===== src/rtl/fp_stream_pkg.sv =====
// Shared FP32 stream definitions for the vector packer and the reduce-tree side.
// The tree-side monitor imports the same FILL/HOLD encoding so both ends agree on state names.
package fp_stream_pkg;

  typedef logic [31:0] fp32_t;

  // +0.0 is the additive identity, so padding lanes with it leaves the tree sum unchanged.
  localparam fp32_t FP32_ZERO = 32'h0000_0000;

  typedef enum logic {
    FILL = 1'b0,
    HOLD = 1'b1
  } pack_state_e;

  function automatic int lane_idx_w(input int n);
    return $clog2(n);
  endfunction

endpackage


===== src/rtl/fp_vector_packer.sv =====
// Packs a scalar FP32 valid/ready/last stream into NUM_FP_POINTS-lane vectors for the
// reduce tree. An assembly register collects beats; a separate output register holds the
// finished vector, so a full group can wait in assembly while the consumer is stalled.
module fp_vector_packer
  import fp_stream_pkg::*;
#(
  parameter int NUM_FP_POINTS = 8
) (
  input  logic                               clk,
  input  logic                               rst_n,
  input  logic [31:0]                        fp_in,
  input  logic                               fp_in_valid,
  input  logic                               fp_in_last,
  output logic                               fp_in_ready,
  output logic [NUM_FP_POINTS-1:0][31:0]     fp_out_vector,
  output logic [NUM_FP_POINTS-1:0]           fp_out_vector_valid,
  output logic [NUM_FP_POINTS-1:0]           fp_out_vector_last,
  output logic [$clog2(NUM_FP_POINTS):0]     fp_out_lanes,
  input  logic                               fp_out_ready
);

  localparam int IDX_W = lane_idx_w(NUM_FP_POINTS);
  localparam int CNT_W = IDX_W + 1;
  localparam logic [IDX_W-1:0] LAST_IDX = IDX_W'(NUM_FP_POINTS - 1);

  pack_state_e                  state;
  logic [IDX_W-1:0]             idx;
  fp32_t [NUM_FP_POINTS-1:0]    asm_vec;
  logic [CNT_W-1:0]             asm_lanes;
  logic                         asm_last;

  fp32_t [NUM_FP_POINTS-1:0]    out_vec;
  logic [CNT_W-1:0]             out_lanes;
  logic                         out_full;
  logic                         out_last;

  logic                         accept;
  logic                         complete;
  logic                         out_free;
  logic                         load_direct;
  logic                         load_held;
  fp32_t [NUM_FP_POINTS-1:0]    done_vec;
  logic [CNT_W-1:0]             done_lanes;

  assign fp_in_ready = (state == FILL);
  assign accept      = fp_in_valid & fp_in_ready;
  assign complete    = accept & ((idx == LAST_IDX) | fp_in_last);
  assign out_free    = ~out_full | fp_out_ready;
  assign load_direct = complete & out_free;
  assign load_held   = (state == HOLD) & out_free;
  assign done_lanes  = CNT_W'(idx) + CNT_W'(1);

  // Group as it looks once the current beat closes it: earlier lanes, this beat, then zero pads.
  always_comb begin
    done_vec = asm_vec;
    for (int k = 0; k < NUM_FP_POINTS; k++) begin
      if (IDX_W'(k) == idx) begin
        done_vec[k] = fp_in;
      end else if (IDX_W'(k) > idx) begin
        done_vec[k] = FP32_ZERO;
      end
    end
  end

  // Assembly side: collect beats, close the group, and park it in HOLD if the output is busy.
  always_ff @(posedge clk or negedge rst_n) begin
    if (!rst_n) begin
      state     <= FILL;
      idx       <= '0;
      asm_vec   <= '0;
      asm_lanes <= '0;
      asm_last  <= 1'b0;
    end else begin
      case (state)
        FILL: begin
          if (complete) begin
            asm_vec   <= done_vec;
            asm_lanes <= done_lanes;
            asm_last  <= fp_in_last;
            idx       <= '0;
            if (!out_free) begin
              state <= HOLD;
            end
          end else if (accept) begin
            asm_vec[idx] <= fp_in;
            idx          <= idx + IDX_W'(1);
          end
        end
        HOLD: begin
          if (out_free) begin
            state <= FILL;
          end
        end
        default: state <= FILL;
      endcase
    end
  end

  // Output register: load straight from the closing beat or from a parked group, else drain.
  always_ff @(posedge clk or negedge rst_n) begin
    if (!rst_n) begin
      out_vec   <= '0;
      out_lanes <= '0;
      out_full  <= 1'b0;
      out_last  <= 1'b0;
    end else if (load_direct) begin
      out_vec   <= done_vec;
      out_lanes <= done_lanes;
      out_full  <= 1'b1;
      out_last  <= fp_in_last;
    end else if (load_held) begin
      out_vec   <= asm_vec;
      out_lanes <= asm_lanes;
      out_full  <= 1'b1;
      out_last  <= asm_last;
    end else if (out_free) begin
      out_full  <= 1'b0;
      out_last  <= 1'b0;
    end
  end

  assign fp_out_vector       = out_vec;
  assign fp_out_vector_valid = {NUM_FP_POINTS{out_full}};
  assign fp_out_vector_last  = {NUM_FP_POINTS{out_last}};
  assign fp_out_lanes        = out_lanes;

endmodule


===== config.mk =====
export PLATFORM = sky130hd
export DESIGN_NAME = fp_vector_packer
export DESIGN_NICKNAME = d
export VERILOG_FILES = /design/src/rtl/fp_stream_pkg.sv /design/src/rtl/fp_vector_packer.sv
export SDC_FILE = /design/constraint.sdc
export NUM_CORES = 1
export LEC_CHECK = 0
export CORE_MARGIN = 4
export CORE_UTILIZATION = 58
export CTS_BUF_LIST = sky130_fd_sc_hd__clkbuf_4
export CTS_CLUSTER_SIZE = 24
export DETAILED_ROUTE_END_ITERATION = 8
export GPL_ROUTABILITY_DRIVEN = 1
export PLACE_DENSITY_LB_ADDON = 0.2
export REMOVE_ABC_BUFFERS = 1
export SLEW_MARGIN = 20
export SYNTH_ARGS = -nofsm -noshare
export SYNTH_HDL_FRONTEND = slang
export SYNTH_SLANG_ARGS = --single-unit

===== constraint.sdc =====
create_clock -name clk -period 2.4 [get_ports clk]
set_input_delay 0.24 -clock clk [delete_from_list [all_inputs] [get_ports clk]]
set_output_delay 0.24 -clock clk [all_outputs]
set_load 0.02 [all_outputs]

==> summary.md <==
| Metric | Value |
|---|---|
| Clk Tree Root Cell | `clkbuf_4` |
| Setup TNS | `0 ns` |
| Number of max-cap violations | `0` |
| Total grt overflow | `0` |
| Power Dens Cells | `between 900 and 1000 nW/µm²` |
| Critical-path cell list | `buf_4 -> inv_1 -> ha_2 -> nand2b_1 -> or4_1 -> buf_12 -> o22ai_1 -> o21ai_1` |
| Yosys warnings | `0` |
| Sw Share | `0.334` |
| Cell taking the most area after synthesis | `dfrtp_1` |
| Actual slew at the worst max-slew pin | `0.977 ns` |
| Worst Path Class, Setup | `flop to flop` |
| CP arrival | `around 3.0 ns` |
| Final Hold Vio Count | `0` |
| CTS tree | `done` |
| Simple-Gate Fraction of Synth Area | `0.109` |
| Total power draw | `about 28 mW` |
| DPL Wire Length | `about 48000 µm` |
| I/O pin total | `around 310` |
| Top delay family on crit path | `simple AND/OR/NAND/NOR gates` |
| Reg-to-reg setup timing slack | `about 0.088 ns` |
| Minimum clock period | `between 2 and 2.5 ns` |
| Gate power share | `0.301` |
| Fmax achieved | `around 430 MHz` |
| Critical path required time | `approximately 3.1 ns` |
| Largest family of logic cells by synthesized area | `compound AO/OA/AOI/OAI gates` |
| DRC errors left | `0` |
| Layout cells sized above 1 | `0.181` |
| Worst-Skew Late Latency | `~0.85 ns` |
| Most frequent cell after synthesis | `dfrtp_1` |
| Final ANT Viol Nets | `0` |
| RePlAce Congestion | `about 0.9` |
| Starting Density | `0.590` |
| Row count | `74` |
| Fraction of synthesized cell area in xor and xnor cells | `0` |
| Startpoint Class | `flop` |
| Status | `finished clean` |
| H-Tree Depth | `4` |
| Leakage | `13.2 nW` |
| Largest net degree at the start of global routing | `103` |
| Vias in the first global route | `20700` |
| Worst path buffer plus inverter count | `3` |
| Synth Flop Type | `dfrtp_1` |
| Aggregate global-route resource usage | `0.334` |
| Clock sink count | `527` |
| CP Max Fanout | `32` |
| Syn_area_per_cell | `10.5 µm²` |
| Async set-reset flop share out of synthesis | `1.00` |
| Clock share of power | `0.276` |
| Cts bufs inserted | `137` |
| Largest cells by area after synthesis | `dfrtp_1, a22o_1, nand2_1, a21oi_1, mux2_2` |
| Max stage delay cell, worst path | `or4_1` |
| Die height | `between 200 and 250 µm` |
| Complex-gate fraction of the synthesized area | `0.230` |
| NetSw | `9.29 mW` |
| DR vias | `between 20000 and 25000` |
| Number of synthesized register bits | `roughly 530` |
| CTS Buffer Depth | `3` |
| Crit. End Element | `flop` |
| DIE WIDTH | `around 210 µm` |
| Top post-synthesis cells by count | `dfrtp_1, nand2_1, a21oi_1, nor2_1, clkbuf_1` |
| # nets final | `around 2700` |
| Initial antenna violation count | `2` |
| Seq pwr share | `0.424` |
| Iter 0 DRT Violations | `around 2100` |
| Via density | `between 6 and 7` |
| Clock-pin slew on the worst setup and hold paths | `0.07 ns` |
| Top cell type's share of synthesized area | `0.545` |
| Ratio of final minimum period to clock period | `0.963` |
| Post-synthesis sequential area ratio | `0.545` |
| Post-synth cell types | `a little over 50` |
| Synthesized area | `about 24000 µm²` |
| Average wire per standard cell | `23.5 µm` |
| First-pass GRT wire length | `118000 µm` |
| Final-report setup violation count | `0` |
| Mux contribution to synthesized area | `0.0581` |
| Post-Synth Adder-Cell Area | `0.00207` |
| Internal power | `~19 mW` |
| Routed wire length | `around 77000 µm` |
| Hold WC Path Type | `input pin to async pin` |
| Die area | `approximately 45000 µm²` |
| Largest stage delay, worst path | `0.48 ns` |
| RSZ-0062 raised after global routing | `false` |
| Worst Skew | `between 0.03 and 0.04 ns` |
| Synth Instances | `around 2300` |
| Floorplan Core Area | `41000 µm²` |
| IO buf count | `313` |
| Layout area overhead | `26.0%` |
| Slew margin rel. | `0.347` |
| TritonRoute pass-1 iters | `5` |
| Fin. max-slew vios | `0` |
| Number of synthesized flops with an enable pin | `0` |
| VDD IR-drop max | `a little over 600 µV` |
==> cells by family (layout without fill, tap and decap cells) <==
group                    count (synthesis)  in the layout
adder cells (fa/ha/maj)                  4              4
multiplexers                           132            132
flip-flops                             527            527
buffers and inverters                  299            728
other                                    0              2
AND/OR/NAND/NOR                        608            608
AO/OA/AOI/OAI                          729            729
==> state kept, by name (all words and copies together), names as in the netlist <==
signal         flops
fp_out_vector    256
asm_last           1
out_full           1
out_last           1
fp_out_lanes       4
idx                3
asm_lanes          4
asm_vec          256
state              1
==> power groups by stage <==
stage	Combinational (mW)	Sequential [mW]	Clock (mW)
finish	8.37	11.8	7.68
global route	8.89	12.0	8.30
CTS	8.32	11.8	7.79
detailed placement	8.27	11.9	0
global placement	8.10	11.8	0
floorplan	3.04	12.9	0
==> cell usage in the layout (no fill, tap or decap), drive strengths merged, types with 4 or more instances in the layout <==
cell type / count
nand2b: 37
ha: 4
nand3: 97
o32a: 32
clkinv: 23
nand2: 268
a21oi: 165
or2: 5
nor3: 15
mux2i: 65
o21a: 34
nor2: 166
o22a: 66
dfrtp: 527
o22ai: 33
o21bai: 32
mux2: 67
a221oi: 58
a32oi: 64
buf: 150
a2bb2oi: 33
clkbuf: 198
o21ai: 72
inv: 41
clkdlybuf4s50: 311
a22o: 133
==> worst paths after layout <==
path	to	from	cells after the start
min in group clk	asm_last	fp_in_last	3
max reg2reg	fp_out_vector[28]	idx[0]	8
max in group asynchronous	fp_out_vector[55]	rst_n	3
max	fp_out_vector[28]	idx[0]	8
min reg2reg	asm_vec[245]	asm_vec[245]	2
min	fp_out_vector[185]	rst_n	3
==> worst register-to-register path, cell delays in order (launching register included) <==
cell and delay [ns]:
dfrtp_2 0.41, buf_4 0.18, inv_1 0.16, ha_2 0.25, nand2b_1 0.12, or4_1 0.48, buf_12 0.21, o22ai_1 0.28
o21ai_1 0.10
==> routing by layer <==
| metal | up-vias | share of wire | wire length, µm | track usage |
|---|---|---|---|---|
| met4 | 2 | 0.043 | 3300 | 0.153 |
| met5 | - | 0.00086 | 66 | 0 |
| met3 | 177 | 0.11 | 8160 | 0.0912 |
| met1 | 10400 | 0.40 | 30500 | 0.465 |
| li1 | 9080 | - | - | - |
| met2 | 1153 | 0.45 | 34800 | 0.495 |
==> what timing repair did <==
item | in CTS | in global routing
resized for setup | 3 | 14
buffers inserted | 0 | 5
hold buffers | 2 | 0
gates cloned | 0 | 4
endpoints found under the hold margin | 527 | 0
pin swaps | 0 | 2
endpoints found under the setup margin | 19 | 164
==> area by class of cell <==
cell class              instances  area [µm²]
diodes                          2        5.00
clock inverters                32         201
multi-input cells            1473        9800
fillers                      2861       10500
flip-flops and latches        527       13200
well taps                     532         666
inverters                      35         131
repair buffers                466        5030
clock buffers                 195        1460
==> stage by stage <==
step | std cells | utilization | hold slack, ns | setup slack (ns) | instance area (µm²)
5_1_grt | 3261 | 0.743 | 0.0813 | 0.00458 | 30500
3_3_place_gp | 3022 | 0.696 | 0.228 | -0.00348 | 28600
3_5_place_dp | 3022 | 0.696 | 0.237 | -0.0834 | 28600
2_1_floorplan | 2035 | - | -0.0556 | -6.97 | 23000
4_1_cts | 3251 | 0.738 | 0.0788 | 0.0203 | 30300
6_report | 3262 | 0.743 | 0.125 | 0.0881 | 30500
(Power assumes the default switching activity.)
